[config.mk]
export PLATFORM = sky130hd
export DESIGN_NAME = game_state_ctrl_flat
export DESIGN_NICKNAME = d
export VERILOG_FILES = /design/src/rtl/game_state_ctrl_if.sv /design/src/rtl/game_state_ctrl.sv /design/src/flat_wrapper.sv
export SDC_FILE = /design/constraint.sdc
export NUM_CORES = 1
export LEC_CHECK = 0
export CORE_MARGIN = 4
export CORE_UTILIZATION = 40
export CTS_CLUSTER_SIZE = 24
export DETAILED_ROUTE_END_ITERATION = 7
export PLACE_DENSITY = 0.66
export SETUP_SLACK_MARGIN = 0.15
export SLEW_MARGIN = 20
export SYNTH_ARGS = -nofsm -noshare
export SYNTH_HDL_FRONTEND = slang
export SYNTH_SLANG_ARGS = --single-unit
[constraint.sdc]
create_clock -name clk -period 1.9 [get_ports clk]
set_clock_uncertainty 0.15 [all_clocks]
set_input_delay 0.38 -clock clk [delete_from_list [all_inputs] [get_ports clk]]
set_output_delay 0.38 -clock clk [all_outputs]
set_load 0.005 [all_outputs]
[src/rtl/game_state_ctrl_if.sv]
// game_state_ctrl_if: frame/button/song inputs and mixer-facing outputs of the game-flow controller
interface game_state_ctrl_if #(parameter int CNT_W = 8);
  logic frame_start;
  logic btn_start;
  logic btn_pause;
  logic song_done;
  logic [3:0] game_state;
  logic playing;
  logic [CNT_W-1:0] remain;
  logic score_clear;
  modport master(output frame_start, btn_start, btn_pause, song_done, input game_state, playing, remain, score_clear);
  modport slave(input frame_start, btn_start, btn_pause, song_done, output game_state, playing, remain, score_clear);
endinterface

[src/rtl/game_state_ctrl.sv]
// game_state_ctrl: frame-synchronous title/countdown/play/pause/finish sequencer for the layer mixer.
// Optional macro PAUSE_TIMEOUT_EN: auto-return to title after PAUSE_TIMEOUT_FRAMES frames in pause.
module game_state_ctrl #(
  parameter int COUNTDOWN_FRAMES = 180,
  parameter int CNT_W = 8,
  parameter int PAUSE_TIMEOUT_FRAMES = 1800
) (
  input logic clk,
  input logic rst,
  game_state_ctrl_if.slave io
);
  typedef enum logic [2:0] {TITLE, COUNT, PLAY, PAUSE, FINISH} state_t;
  state_t state, nxt;
  logic start_prev, pause_prev, req_start, req_pause, done_flag;
  logic start_edge, pause_edge, start_eff, pause_eff, done_eff, fs, timeout;
  logic [CNT_W-1:0] rmn;
  assign fs = io.frame_start;
  assign start_edge = io.btn_start & ~start_prev;
  assign pause_edge = io.btn_pause & ~pause_prev;
  assign start_eff = req_start | start_edge;
  assign pause_eff = req_pause | pause_edge;
  assign done_eff = done_flag | io.song_done;
`ifdef PAUSE_TIMEOUT_EN
  localparam int PT_W = $clog2(PAUSE_TIMEOUT_FRAMES + 1);
  logic [PT_W-1:0] pause_cnt;
  assign timeout = pause_cnt == PT_W'(PAUSE_TIMEOUT_FRAMES - 1);
  always_ff @(posedge clk) begin
    if (rst) pause_cnt <= '0;
    else if (nxt == PAUSE && state != PAUSE) pause_cnt <= '0;
    else if (state == PAUSE && fs) pause_cnt <= pause_cnt + 1'b1;
  end
`else
  localparam int unused_timeout = PAUSE_TIMEOUT_FRAMES;
  assign timeout = 1'b0;
`endif
  always_comb begin
    nxt = state;
    rmn = (state == COUNT) ? io.remain : '0;
    case (state)
      TITLE: if (fs && start_eff) begin
        nxt = COUNT;
        rmn = CNT_W'(COUNTDOWN_FRAMES - 1);
      end
      COUNT: if (fs) begin
        if (io.remain == '0) nxt = PLAY;
        else rmn = io.remain - 1'b1;
      end
      PLAY: if (fs) nxt = done_eff ? FINISH : pause_eff ? PAUSE : PLAY;
      PAUSE: if (fs) nxt = (pause_eff | start_eff) ? PLAY : timeout ? TITLE : PAUSE;
      FINISH: if (fs && start_eff) nxt = TITLE;
      default: nxt = TITLE;
    endcase
  end
  // history regs reset high so a button held through reset produces no edge
  always_ff @(posedge clk) begin
    if (rst) begin
      state <= TITLE;
      start_prev <= 1'b1;
      pause_prev <= 1'b1;
      req_start <= 1'b0;
      req_pause <= 1'b0;
      done_flag <= 1'b0;
      io.game_state <= 4'd0;
      io.playing <= 1'b0;
      io.remain <= '0;
      io.score_clear <= 1'b0;
    end else begin
      state <= nxt;
      start_prev <= io.btn_start;
      pause_prev <= io.btn_pause;
      req_start <= ~fs & start_eff;
      req_pause <= ~fs & pause_eff;
      done_flag <= (state == PLAY) && (nxt == PLAY) && done_eff;
      io.game_state <= (nxt == TITLE) ? 4'd0 : (nxt == PAUSE || nxt == FINISH) ? 4'd2 : 4'd1;
      io.playing <= nxt == PLAY;
      io.remain <= rmn;
      io.score_clear <= (state == TITLE) && (nxt == COUNT);
    end
  end
endmodule

[src/flat_wrapper.sv]
// flat-port wrapper written by rule: the top's interface ports become plain ports
module game_state_ctrl_flat 
#(
  parameter int COUNTDOWN_FRAMES = 180,
  parameter int CNT_W = 8,
  parameter int PAUSE_TIMEOUT_FRAMES = 1800
)
  (clk, rst, io_frame_start, io_btn_start, io_btn_pause, io_song_done, io_game_state, io_playing, io_remain, io_score_clear);
  game_state_ctrl_if #(.CNT_W(CNT_W)) io_i ();
  input logic clk;
  input logic rst;
  input wire logic [$bits(io_i.frame_start)-1:0] io_frame_start;
  input wire logic [$bits(io_i.btn_start)-1:0] io_btn_start;
  input wire logic [$bits(io_i.btn_pause)-1:0] io_btn_pause;
  input wire logic [$bits(io_i.song_done)-1:0] io_song_done;
  output wire logic [$bits(io_i.game_state)-1:0] io_game_state;
  output wire logic [$bits(io_i.playing)-1:0] io_playing;
  output wire logic [$bits(io_i.remain)-1:0] io_remain;
  output wire logic [$bits(io_i.score_clear)-1:0] io_score_clear;
  assign io_i.frame_start = io_frame_start;
  assign io_i.btn_start = io_btn_start;
  assign io_i.btn_pause = io_btn_pause;
  assign io_i.song_done = io_song_done;
  assign io_game_state = io_i.game_state;
  assign io_playing = io_i.playing;
  assign io_remain = io_i.remain;
  assign io_score_clear = io_i.score_clear;
  game_state_ctrl #(.COUNTDOWN_FRAMES(COUNTDOWN_FRAMES), .CNT_W(CNT_W), .PAUSE_TIMEOUT_FRAMES(PAUSE_TIMEOUT_FRAMES)) u_core (.clk(clk), .rst(rst), .io(io_i));
endmodule
# == Word-level counts from Yosys, hierarchy flattened ==
# Index checks and enable logic that the tools add are counted.
# W data, S select, Z words.
# op_classes
muxes,16
n_reduce_logical,9
add_sub_neg,1
eq_ne,8
bitwise,11
# op_table
op,count
$mux W8,4
$mux W3,7
$pmux W8 S2,1
$pmux W3 S5,1
$eq A3 B2 Y1 const B,4
$logic_not A8 Y1,1
$sub A8 B1 Y8 const B,1
$eq A3 B1 Y1 const B,2
$eq A3 B3 Y1 const B,2
$logic_not A3 Y1,2
$and A1 B1 Y1,4
$logic_and A1 B1 Y1,4
$or A1 B1 Y1,4
$not A1 Y1,3
$mux W1,2
$mux W2,1
$reduce_or A2 Y1,1
$logic_or A1 B1 Y1,1
# totals
regBits,22
inputBits,6
output_inout_bits,14

# == Longest topological paths before layout ==
# Gate-level depths: netlist of run 1.
# depth
word_depth,10
ltp_mapped,7
depth_no_buf,7

# == Worst setup path after synthesis of run 1 ==
# OpenSTA, ideal clock, no wires.
# synth_path
path_type,input port to flip-flop
from,input io_frame_start
to,register u_core.io.remain[5]
arrival_time_ns,1.680
setup_slack_ns,-0.021
path_buffers,1
path_stages,6
setup_time_ns,0.091
cell_sequence,buf_4 or4b_1 a211o_1 nor2_1 a211oi_1 a311oi_1
# synth_via
elab_chain_cells,3
# synth_rtl
item,line_no,source
start: declaration,flat_wrapper.sv:12,input wire logic [$bits(io_i.frame_start)-1:0] io_frame_start;
$logic_and A1 B1 Y1,game_state_ctrl.sv:40,TITLE: if (fs && start_eff) begin
$mux W8,game_state_ctrl.sv:40,
$pmux W8 S2 (*),game_state_ctrl.sv:39,case (state)
end signal: assignment,game_state_ctrl.sv:76,io.remain <= rmn;
end: declaration,game_state_ctrl_if.sv:12,"modport slave(input frame_start, btn_start, btn_pause, song_done, output game_state, playing, remain, score_cl ..."
# Mark *: on every way between the ends. The rest lies on a longest branch, timed or not.
# A chain may end at the register's enable or synchronous reset.

# == Final worst setup path of run 1 ==
# layout_path
from,register u_core.io.remain[0]
to,register u_core.io.remain[7]
# layout_via
elab_chain_cells,4
# layout_rtl
item,line_no,source
$sub A8 B1 Y8 or $logic_not A8 Y1 (tied branches),"game_state_ctrl.sv:46, game_state_ctrl.sv:45",
$mux W8 (*),game_state_ctrl.sv:45,if (io.remain == '0) nxt = PLAY;
$mux W8 (*),game_state_ctrl.sv:44,COUNT: if (fs) begin
$pmux W8 S2 (*),game_state_ctrl.sv:39,
# Marks and branches as above.

==> results of run 1 <==
worst min path at each step:
| stage | slack, ps | endpoint | from |
|---|---|---|---|
| after floorplan | 330 | u_core.io.remain[3]$_SDFF_PP0_ | u_core.io.remain[3]$_SDFF_PP0_ |
| after global placement | 340 | u_core.io.remain[3]$_SDFF_PP0_ | u_core.io.remain[3]$_SDFF_PP0_ |
| after detailed placement | 350 | u_core.io.remain[3]$_SDFF_PP0_ | u_core.io.remain[3]$_SDFF_PP0_ |
| after CTS | 350 | u_core.io.remain[3]$_SDFF_PP0_ | u_core.io.remain[3]$_SDFF_PP0_ |
| after global routing | 360 | u_core.io.remain[3]$_SDFF_PP0_ | u_core.io.remain[3]$_SDFF_PP0_ |
| final | 350 | u_core.io.remain[3]$_SDFF_PP0_ | u_core.io.remain[3]$_SDFF_PP0_ |
cell type report:
type | count | area [µm²] | area share
Clock buffer | 3 | 22.5 | 0.0152
Clock inverter | 1 | 30.0 | 0.0202
Inverter | 8 | 32.5 | 0.0219
Multi-Input combinational cell | 71 | 539 | 0.363
Sequential cell | 20 | 412 | 0.277
Tap cell | 27 | 33.8 | 0.0227
Timing Repair Buffer | 49 | 417 | 0.280
worst reg2reg max path: cells and delay by family, from the launching register on:
| family | cells | cell delay (ps) |
|---|---|---|
| buffers and inverters | 1 | 150 |
| AO/OA/AOI/OAI | 2 | 330 |
| flip-flops | 1 | 340 |
| AND/OR/NAND/NOR | 2 | 670 |
| XOR/XNOR | 1 | 140 |
Yosys cell counts, types with 2 or more instances:
cell type / n / area [µm²]
dfxtp_1: 20 / 400
nor2_1: 9 / 33.8
a21oi_1: 8 / 40.0
inv_1: 8 / 30.0
nand2_1: 7 / 26.3
nor3_1: 7 / 35.0
a211oi_1: 3 / 22.5
a31oi_1: 3 / 18.8
buf_4: 3 / 22.5
clkbuf_1: 3 / 11.3
nor4_1: 3 / 18.8
nand3_1: 2 / 10.0
nor2b_1: 2 / 12.5
o211ai_1: 2 / 15.0
o21ai_0: 2 / 10.0
or2_2: 2 / 12.5
or4b_1: 2 / 20.0
xnor2_1: 2 / 17.5
routing by layer:
layer	GRT usage	up-vias
li1	-	470
met1	0.190	453
met2	0.269	28
met3	0.0280	5
met4	0.0625	0
met5	0	-
where the power goes:
group	leakage, nW	switching, mW	total, mW	internal [mW]
Sequential	0.166	0.0113	0.445	0.433
Clock	0.0279	0.147	0.361	0.214
Combinational	0.463	0.0987	0.218	0.119
timing repair:
item	in CTS	in global routing
endpoints found under the setup margin	18	16
pin swaps	11	9
gates resized for setup	27	13
setup buffers	5	5
endpoints found under the hold margin	0	0
metrics by stage:
stage	power, mW	setup TNS [ps]	cells	setup WS [ps]
floorplan	0.547	0	105	60.7
global placement	0.620	-3130	165	-349
detailed placement	0.623	-3270	165	-376
CTS	0.989	-81.9	174	-59.0
global route	1.06	-184	179	-62.2
finish	1.02	0	179	17.1
logic make-up (layout without fill, tap and decap cells):
logic type               after synthesis  in the layout  share of synthesized area
AND/OR/NAND/NOR                       39             39                      0.246
other                                  1              2                    0.00416
flip-flops                            20             20                      0.444
buffers and inverters                 14             61                     0.0708
adder cells (fa/ha/maj)                1              1                     0.0139
XOR/XNOR                               2              2                     0.0194
AO/OA/AOI/OAI                         27             27                      0.201
registers in the layout (all words and copies together), names as in the netlist:
name,count
u_core.done_flag,1
u_core.start_prev,1
u_core.io.game_state,2
u_core.io.playing,1
u_core.state,3
u_core.req_start,1
u_core.io.score_clear,1
u_core.io.remain,8
u_core.pause_prev,1
u_core.req_pause,1
==> flow_summary.ini, run 1 <==
[yosys]
syn_area_um2 = 901
synth_top_flop_cell = dfxtp_1
seq_area_frac_synth = 0.444
ys_ff_latch = 20
ys_warn_count = 0
syn_avg_cell_area_um2 = 8.66
syn_inst = 104
synth-async-reset-ratio = 0
synth_edf_count = 0
yosysUniqueCellTypes = 34

[grt]
first_global_vias = 882
grt_max_degree = 13
track_usage = 0.156
overflow = 0
grt_pass1_wl_mm = 3.89
antenna_found_initial = 0

[floorplan]
num_io_pins = 20
rows = 16
start_util = 0.441
die_h_um = 55.5
die-area_mm2 = 0.00308
core_area_mm2 = 0.00204
die_x_um = 55.5

[setup_path]
critPathCaptureType = flop
crit_path_start = u_core.io.remain[0]$_SDFF_PP0_
cp_max_fo = 2
r2r_cells = 6
arrival_ps = 1950
startpoint_type = flop
crit_chain = or4b_4 > a211o_1 > buf_4 > nor4_4 > xnor2_1 > a21oi_1
crit_required_ps = 1960
cp_num_buf_inv = 1
setup.worst_path.end = u_core.io.remain[7]$_SDFF_PP0_
cp_slowest_stage_delay_ps = 530
cp.depth = 6
r2r_start = u_core.io.remain[0]$_SDFF_PP0_
worstReg2RegEnd = u_core.io.remain[7]$_SDFF_PP0_
critPathTopFamily = simple AND/OR/NAND/NOR gates
crit_type = reg2reg
crit_path_top_delay_cell = or4b_4
r2r_slack_ps = 20

[min_path]
whs_path_depth = 2
hp-class = reg2reg

[drt]
wl_met1_mm = 1.16
wl_met3_um = 117
wl_mm = 2.51
wl_per_cell_um = 14.0
vias_per_cell = 5.34
top_layer_used = met4
drcViolationCount = 0
dr_total_vias = 956
routed-wl-met2_mm = 1.20
drtAntennaViolNets = 0
drt_iter0_drc = 20
first_pass_iters = 4

[sta]
period_share = 0.991
setup_violations = 0
fmax_ghz = 0.531
final_max_slew_viol_count = 0
hold_violations = 0
holdWs_ps = 351
rsz0062_at_grt = yes
period_needed_ps = 1880

[pwr]
leakagePower_nw = 0.657
power.density_mw_per_mm2 = 688
peakVddDrop_mv = 0.608

[final_layout]
num-fill-cells = 147
diodes = 0
final_util = 0.728
drive_gt1_frac = 0.421
synthToLayoutAreaGrowth_pct = 65.0
mostFrequentLayoutCell = buf_4
layout_common_cells = buf_4 (30), dfxtp_1 (13), clkdlybuf4s50_1 (10)
final_nets = 160
final_area_mm2 = 0.00149

[clocking]
clock_sinks = 20
cts_max_path_buffers = 2
numCtsBuffers = 3
cts_htree_levels = 1
clk_pin_slew_ps = 120
ctsHoldBuffers = 0
cts_tree = built
clock-root-buffer = clkbuf_4
clock_latency_ps = 320

[place]
hpwl_mm = 1.59
place.gp.congestion = 0.782
placed_area_mm2 = 0.00124
portBuffers = 17

[outcome]
status = completed

[run]
maxCapViolCount = 0
(Power assumes the default switching activity.)
==> inputs of run 2 (changes only) <==
--- a/config.mk
+++ b/config.mk
@@ -11,7 +11,6 @@
 export DETAILED_ROUTE_END_ITERATION = 7
 export PLACE_DENSITY = 0.66
 export SETUP_SLACK_MARGIN = 0.15
-export SLEW_MARGIN = 20
 export SYNTH_ARGS = -nofsm -noshare
 export SYNTH_HDL_FRONTEND = slang
 export SYNTH_SLANG_ARGS = --single-unit
==> results of run 2 <==
Final layout, timing and power as in run 1 (identical DEF).
==> inputs of run 3 (changes only) <==
--- a/config.mk
+++ b/config.mk
@@ -11,6 +11,7 @@
 export DETAILED_ROUTE_END_ITERATION = 7
 export PLACE_DENSITY = 0.66
 export SETUP_SLACK_MARGIN = 0.15
+export SLEW_MARGIN = 20
 export SYNTH_ARGS = -nofsm -noshare
 export SYNTH_HDL_FRONTEND = slang
 export SYNTH_SLANG_ARGS = --single-unit
==> results of run 3 <==
Final layout, timing and power as in run 1 (identical DEF).
